`src/rtl/yutorina_alu.sv`:
```
// yutorina_alu: 32-bit integer ALU for the Yutorina execute stage.
// Ports:
//   clk, rst   - clock and synchronous active-high reset (registered copies only)
//   op         - 4-bit operation code
//   lhs, rhs   - 32-bit operands
//   out, of    - combinational result and signed-overflow flag
//   out_r, of_r- out/of registered on the rising edge of clk

package yutorina_alu_pkg;
  localparam int unsigned DATA_W = 32;
  localparam int unsigned OP_W   = 4;
  localparam int unsigned SHAM_W = 5;

  typedef enum logic [OP_W-1:0] {
    OP_NOP  = 4'd0,
    OP_ADD  = 4'd1,
    OP_SUB  = 4'd2,
    OP_AND  = 4'd3,
    OP_OR   = 4'd4,
    OP_XOR  = 4'd5,
    OP_NOR  = 4'd6,
    OP_SLL  = 4'd7,
    OP_SRL  = 4'd8,
    OP_SRA  = 4'd9,
    OP_SLT  = 4'd10,
    OP_SLTU = 4'd11,
    OP_LUI  = 4'd12,
    OP_MOVR = 4'd13
  } alu_op_e;
endpackage

module yutorina_alu
  import yutorina_alu_pkg::*;
(
  input  logic              clk,
  input  logic              rst,
  input  logic [OP_W-1:0]   op,
  input  logic [DATA_W-1:0] lhs,
  input  logic [DATA_W-1:0] rhs,
  output logic [DATA_W-1:0] out,
  output logic              of,
  output logic [DATA_W-1:0] out_r,
  output logic              of_r
);

  logic [DATA_W-1:0] sum;
  logic [DATA_W-1:0] diff;
  logic [SHAM_W-1:0] shamt;

  // Shared arithmetic; carry/borrow out of bit 31 is intentionally dropped.
  assign sum   = lhs + rhs;
  assign diff  = lhs - rhs;
  assign shamt = rhs[SHAM_W-1:0];

  // Result and overflow select; reserved codes fall through to zero.
  always_comb begin
    out = '0;
    of  = 1'b0;
    case (op)
      OP_NOP:  out = lhs;
      OP_ADD: begin
        out = sum;
        of  = (lhs[DATA_W-1] == rhs[DATA_W-1]) && (sum[DATA_W-1] != lhs[DATA_W-1]);
      end
      OP_SUB: begin
        out = diff;
        of  = (lhs[DATA_W-1] != rhs[DATA_W-1]) && (diff[DATA_W-1] != lhs[DATA_W-1]);
      end
      OP_AND:  out = lhs & rhs;
      OP_OR:   out = lhs | rhs;
      OP_XOR:  out = lhs ^ rhs;
      OP_NOR:  out = ~(lhs | rhs);
      OP_SLL:  out = lhs << shamt;
      OP_SRL:  out = lhs >> shamt;
      OP_SRA:  out = DATA_W'($signed(lhs) >>> shamt);
      OP_SLT:  out = DATA_W'($signed(lhs) < $signed(rhs));
      OP_SLTU: out = DATA_W'(lhs < rhs);
      OP_LUI:  out = {rhs[15:0], 16'h0000};
      OP_MOVR: out = rhs;
      default: begin
        out = '0;
        of  = 1'b0;
      end
    endcase
  end

  // Debug copy of the result; reset wins over the load.
  always_ff @(posedge clk) begin
    if (rst) begin
      out_r <= '0;
      of_r  <= 1'b0;
    end else begin
      out_r <= out;
      of_r  <= of;
    end
  end

endmodule

```
`config.mk`:
```
export PLATFORM = sky130hd
export DESIGN_NAME = yutorina_alu
export DESIGN_NICKNAME = d
export VERILOG_FILES = /design/src/rtl/yutorina_alu.sv
export SDC_FILE = /design/constraint.sdc
export NUM_CORES = 1
export LEC_CHECK = 0
export CAP_MARGIN = 40
export CORE_MARGIN = 2
export CORE_UTILIZATION = 50
export CTS_CLUSTER_DIAMETER = 30
export CTS_CLUSTER_SIZE = 8
export DETAILED_ROUTE_END_ITERATION = 8
export PLACE_DENSITY = 0.72
export SLEW_MARGIN = 25
export SYNTH_ARGS = -nofsm -noshare
export SYNTH_HDL_FRONTEND = slang
export SYNTH_SLANG_ARGS = --single-unit
```
`constraint.sdc`:
```
create_clock -name clk -period 8.8 [get_ports clk]
set_clock_uncertainty 0.05 [all_clocks]
set_input_delay 1.76 -clock clk [delete_from_list [all_inputs] [get_ports clk]]
set_output_delay 1.76 -clock clk [all_outputs]
set_load 0.05 [all_outputs]
```
======== Yosys cells after proc, flatten, opt, wreduce, memory -nomap -nowiden ========
Cells that the tools add are included.
storage, ports and cells
  bits in registers ....................... 33
  bits in latches ......................... 0
  RAM bits ................................ 0
  bits in read-only memories .............. 0
  input port bits ......................... 70
  output and inout port bits .............. 66
  memories ................................ 0
cells by class
  add/sub/neg operators ................... 2
  $mul .................................... 0
  div/mod/pow operators ................... 0
  magnitude comparators ................... 2
  equal/unequal tests ..................... 17
  shifts and indexed selects .............. 3
  muxes and demuxes ....................... 2
  bitwise operators ....................... 4
  reductions and logical operators ........ 3
operators with widths
  kind                                                 count
  one-hot mux 32 bit (14 select lines)                 1
  less-than comparator 32 bit                          2
  adder 32 bit                                         1
  AND 32 bit                                           1
  NOT 32 bit                                           1
  bitwise OR 32 bit                                    1
  << shifter 32 x 5 -> 32 bit                          1
  >> shifter 32 x 5 -> 32 bit                          1
  >>> shifter 32 x 5 -> 32 bit                         1
  subtractor 32 bit                                    1
  XOR 32 bit                                           1
  equality test 4 bit, second input constant           6
  equality test 4 x 3 -> 1 bit, second input constant  4
  equality test 4 x 2 -> 1 bit, second input constant  2
  equality test 4 x 1 -> 1 bit, second input constant  1
  zero test 4 bit                                      1
  inequality test 1 bit                                3
  logical AND 1 bit                                    2
  one-hot mux 1 bit (2 select lines)                   1
  equality test 1 bit                                  1

======== Logic depth before layout (Yosys ltp) ========
  depth in word-level cells ............... 4
  mapped depth ............................ 16
  mapped depth without buffers ............ 12

======== Least setup slack after synthesis ========
No wires, ideal clock.
  kind .................................... input to output
  start point ............................. input rhs[2]
  end point ............................... output out[25]
  arrival ................................. 5.505 ns
  required time ........................... 6.990 ns
  setup slack ............................. 1.485 ns
  stages on the path ...................... 15
  buffers on the path ..................... 5
  cells stage by stage .................... buf_2 -> clkinv_1 -> buf_2 -> buf_2 -> buf_1 -> ha_1 -> buf_2 -> o211ai_1 -> o211ai_1 -> a21boi_2 -> nor3_1 -> nor4b_1 -> o21ai_0 -> o21a_1 -> a31oi_1
between the ends
  longest elaborated chain between the ends .. 2
ends and longest elaborated chain
  what                                             RTL line  RTL
  from (decl)                                      39        input logic [DATA_W-1:0] rhs,
  subtractor 32 bit, or another cell as far along  52        assign diff = lhs - rhs;
  one-hot mux 32 bit (14 select lines) (*)         59        case (op)
  to (decl)                                        40        output logic [DATA_W-1:0] out,
Every way passes the cells marked *; elsewhere a longest branch is shown, timed or not.

======== Worst setup path after layout ========
  start point ............................. input lhs[0]
  end point ............................... output out[10]
between the ends
  longest elaborated chain between the ends .. 2
ends and longest elaborated chain
  what                                             RTL line  RTL
  from (decl)                                      38        input logic [DATA_W-1:0] lhs,
  subtractor 32 bit, or another cell as far along  52
  one-hot mux 32 bit (14 select lines) (*)         59
Marked as above.

==> results.py <==
metrics = {
    "status": {
        "outcome": "finished, final reports clean",
    },
    "clocking": {
        "clockRootBuffer": "clkbuf_16",
        "htreeDepth": 2,
        "cts_buffers": 5,
        "holdBufCountCts": 0,
        "path_clk_slew_ns": 0.08,
        "cts_setup_buffers": 0,
        "cts.sinks": 33,
        "cts_tree": "built",
        "cts_resized": 0,
        "clk_path_buf_depth": 2,
    },
    "die": {
        "fp.coreArea_um2": 21200,
        "rows": 53,
        "num_io_pins": 136,
        "fp.dieArea_um2": 22800,
        "die_x_um": 151,
        "dieHeight_um": 151,
        "initial_core_util_pct": 51.2,
    },
    "logic_synthesis": {
        "synth-seq-cells": 33,
        "postSynthAreaPerCell_um2": 7.15,
        "synthArstFlopShare_pct": 0,
        "synth_top_flop_cell": "dfxtp_1",
        "ys_types": 94,
        "synth_edf_count": 0,
        "yosysWarnings": 0,
        "syn-cell-area_um2": 10800,
        "synth_seq_area_share_pct": 6.10,
        "syn_nets": 1691,
        "synth_cells": 1514,
    },
    "worst_setup_path": {
        "crit_buf_inv": 3,
        "cp-start-kind": "input pin",
        "slowest_delay_ns": 0.74,
        "critPathLaunch": "lhs[0]",
        "crit_chain": "clkdlybuf4s50_1 > inv_1 > ha_1 > fa_1 > o21ba_2 > nor4_1 > nor3_1 > o311ai_0 > o22ai_1 > o21ai_0 > o2111ai_1 > buf_12",
        "cp_top_family": "compound AO/OA/AOI/OAI gates",
        "cp_slowest_cell": "clkdlybuf4s50_1",
        "crit_path_max_fanout": 7,
        "cp.required_ns": 6.99,
        "arrival_ns": 6.18,
        "worstSetupPathType": "in2out",
        "end_kind": "output pin",
    },
    "power": {
        "p_sw_share_pct": 52.3,
        "power_leakage_uw": 0.00506,
        "powerDensity_nw_per_um2": 109,
        "seqPwrFrac_pct": 12.4,
        "p_comb_share_pct": 71.1,
        "p_switching_uw": 719,
        "clock_power_share_pct": 16.5,
        "worst_ir_drop_vdd_v": 0.0000748,
        "p_int_uw": 656,
    },
    "timing": {
        "setup_tns_ns": 0,
        "slew_violations": 0,
        "rsz0062_at_grt": "false",
        "timing.fmax_mhz": 125,
        "relSlewSlack_pct": 30.6,
        "setup_viol": 0,
        "tightestPinTransition_ns": 1.04,
        "min_period_ns": 7.99,
        "finalCritPeriodShare_pct": 90.8,
        "worst_hold_slack_ns": 1.97,
        "hold_viol": 0,
    },
    "place": {
        "place.port_buffers": 135,
        "place.gp.congestion": 1.04,
        "hpwl_mm": 39.7,
    },
    "route": {
        "via_per_inst": 7.20,
        "drcViolationCount": 0,
        "routed_wl_mm": 51.5,
        "firstDrtPassIters": 6,
        "antenna_left": 0,
        "drtIter0Drc": 2073,
        "wl_per_cell_um": 28.0,
        "vias": 13200,
    },
    "global_routing": {
        "grt_max_degree": 68,
        "grt_pass1_wl_mm": 76.3,
        "grt_pass1_vias": 12100,
        "antenna_found_initial": 2,
        "overflow": 0,
        "grtUsageTotal_pct": 44.7,
    },
    "cells_and_area": {
        "drive_above_1_share_pct": 11.1,
        "areaGrowthSynthToFinish_pct": 16.1,
        "nets": 1738,
        "layout_common_cells": "167 x nor2_1, 124 x nand2_1, 121 x a21oi_1",
        "layout.cells.most_common": "nor2_1",
        "antenna_cells": 0,
        "fillCellCount": 1954,
    },
    "worst_hold_path": {
        "min-delay-start": "rst",
        "min_path_type": "in2reg",
        "hold-path-endpoint": "out_r[21]",
        "worstHoldPathCells": 2,
    },
    "run": {
        "max_cap_violations": 0,
    },
}
-- cell usage after synthesis (all sizes together) (6+ instances only) --
master | count | area [um2]
nor2 | 167 | 627
nand2 | 124 | 465
a21oi | 122 | 614
o21ai | 107 | 536
ha | 105 | 1310
inv | 98 | 368
clkbuf | 84 | 315
mux4 | 57 | 1280
buf | 50 | 279
nand3 | 42 | 210
mux2i | 40 | 404
nor2b | 38 | 245
a22oi | 35 | 263
nor3 | 34 | 170
dfxtp | 33 | 661
a211oi | 24 | 190
a221oi | 21 | 184
nand4 | 19 | 119
a31oi | 15 | 93.8
o211ai | 15 | 113
o31ai | 15 | 126
a21o | 14 | 105
nand2b | 14 | 87.6
o22ai | 14 | 87.6
nor4 | 13 | 87.6
o21bai | 13 | 97.6
o221ai | 12 | 105
mux2 | 11 | 124
or3 | 11 | 68.8
and3 | 10 | 62.6
a221o | 9 | 90.1
o21a | 9 | 67.6
and2 | 8 | 50.1
o2111ai | 8 | 70.1
o311ai | 8 | 70.1
a22o | 6 | 52.6
xnor2 | 6 | 52.6
-- power by group through the flow --
| stage | logic [uW] | clock network, uW | registers (uW) |
|---|---|---|---|
| 6_report | 978 | 227 | 170 |
| 5_1_grt | 1020 | 232 | 172 |
| 4_1_cts | 950 | 229 | 170 |
| 3_5_place_dp | 945 | 0 | 174 |
| 3_3_place_gp | 944 | 0 | 173 |
| 2_1_floorplan | 546 | 0 | 233 |
-- state kept, by name, summed over array words and instances (netlist names) --
| signal | flops |
|---|---|
| of_r | 1 |
| out_r | 32 |
-- metrics by stage --
| stage | setup WS (ns) | util [%] | std cells | instance area [um2] | total power, uW |
|---|---|---|---|---|---|
| after floorplan | 1.48 | - | 1514 | 10800 | 779 |
| after global placement | 1.00 | 58.5 | 1827 | 12400 | 1120 |
| after detailed placement | 1.05 | 58.5 | 1828 | 12400 | 1120 |
| after CTS | 1.04 | 59.3 | 1836 | 12600 | 1350 |
| after global routing | 0.753 | 59.4 | 1837 | 12600 | 1430 |
| final | 0.806 | 59.4 | 1837 | 12600 | 1370 |
-- area by class of cell --
type	count	area, um2	area share (%)
multi-input cells	1248	9260	73.7
repair buffers	174	1750	14.0
flip-flops and latches	33	661	5.26
inverters	99	372	2.96
well taps	275	344	2.74
clock buffers	7	143	1.14
clock inverters	1	30.0	0.239
-- layer usage --
layer,vias up,wire (um),track usage [%]
met5,-,27,0
met4,4,3410,23.5
met3,190,6810,12.8
met2,1045,21500,66.4
met1,6217,19800,58.7
li1,5770,-,-
-- cell families (layout without fill, tap and decap cells) --
kind of cell,Yosys count,count (layout),share of synthesized area [%]
xor gates and xnor gates,11,11,0.890
DFF,33,33,6.10
AOI/OAI and AO/OA,511,511,32.1
and+or+nand+nor,511,511,22.7
adders and majority gates,107,107,12.5
buffers and inverters,233,281,8.93
muxes,108,108,16.7
-- worst max path at each step --
stage                     endpoint  cells after the start  slack (ns)
after floorplan            out[25]                     15        1.48
after global placement     out[10]                     12        1.00
after detailed placement   out[10]                     12        1.05
after CTS                  out[10]                     12        1.04
after global routing       out[10]                     12        0.75
final                      out[10]                     12        0.81
No activity file was read; power rests on OpenSTA's default activity.
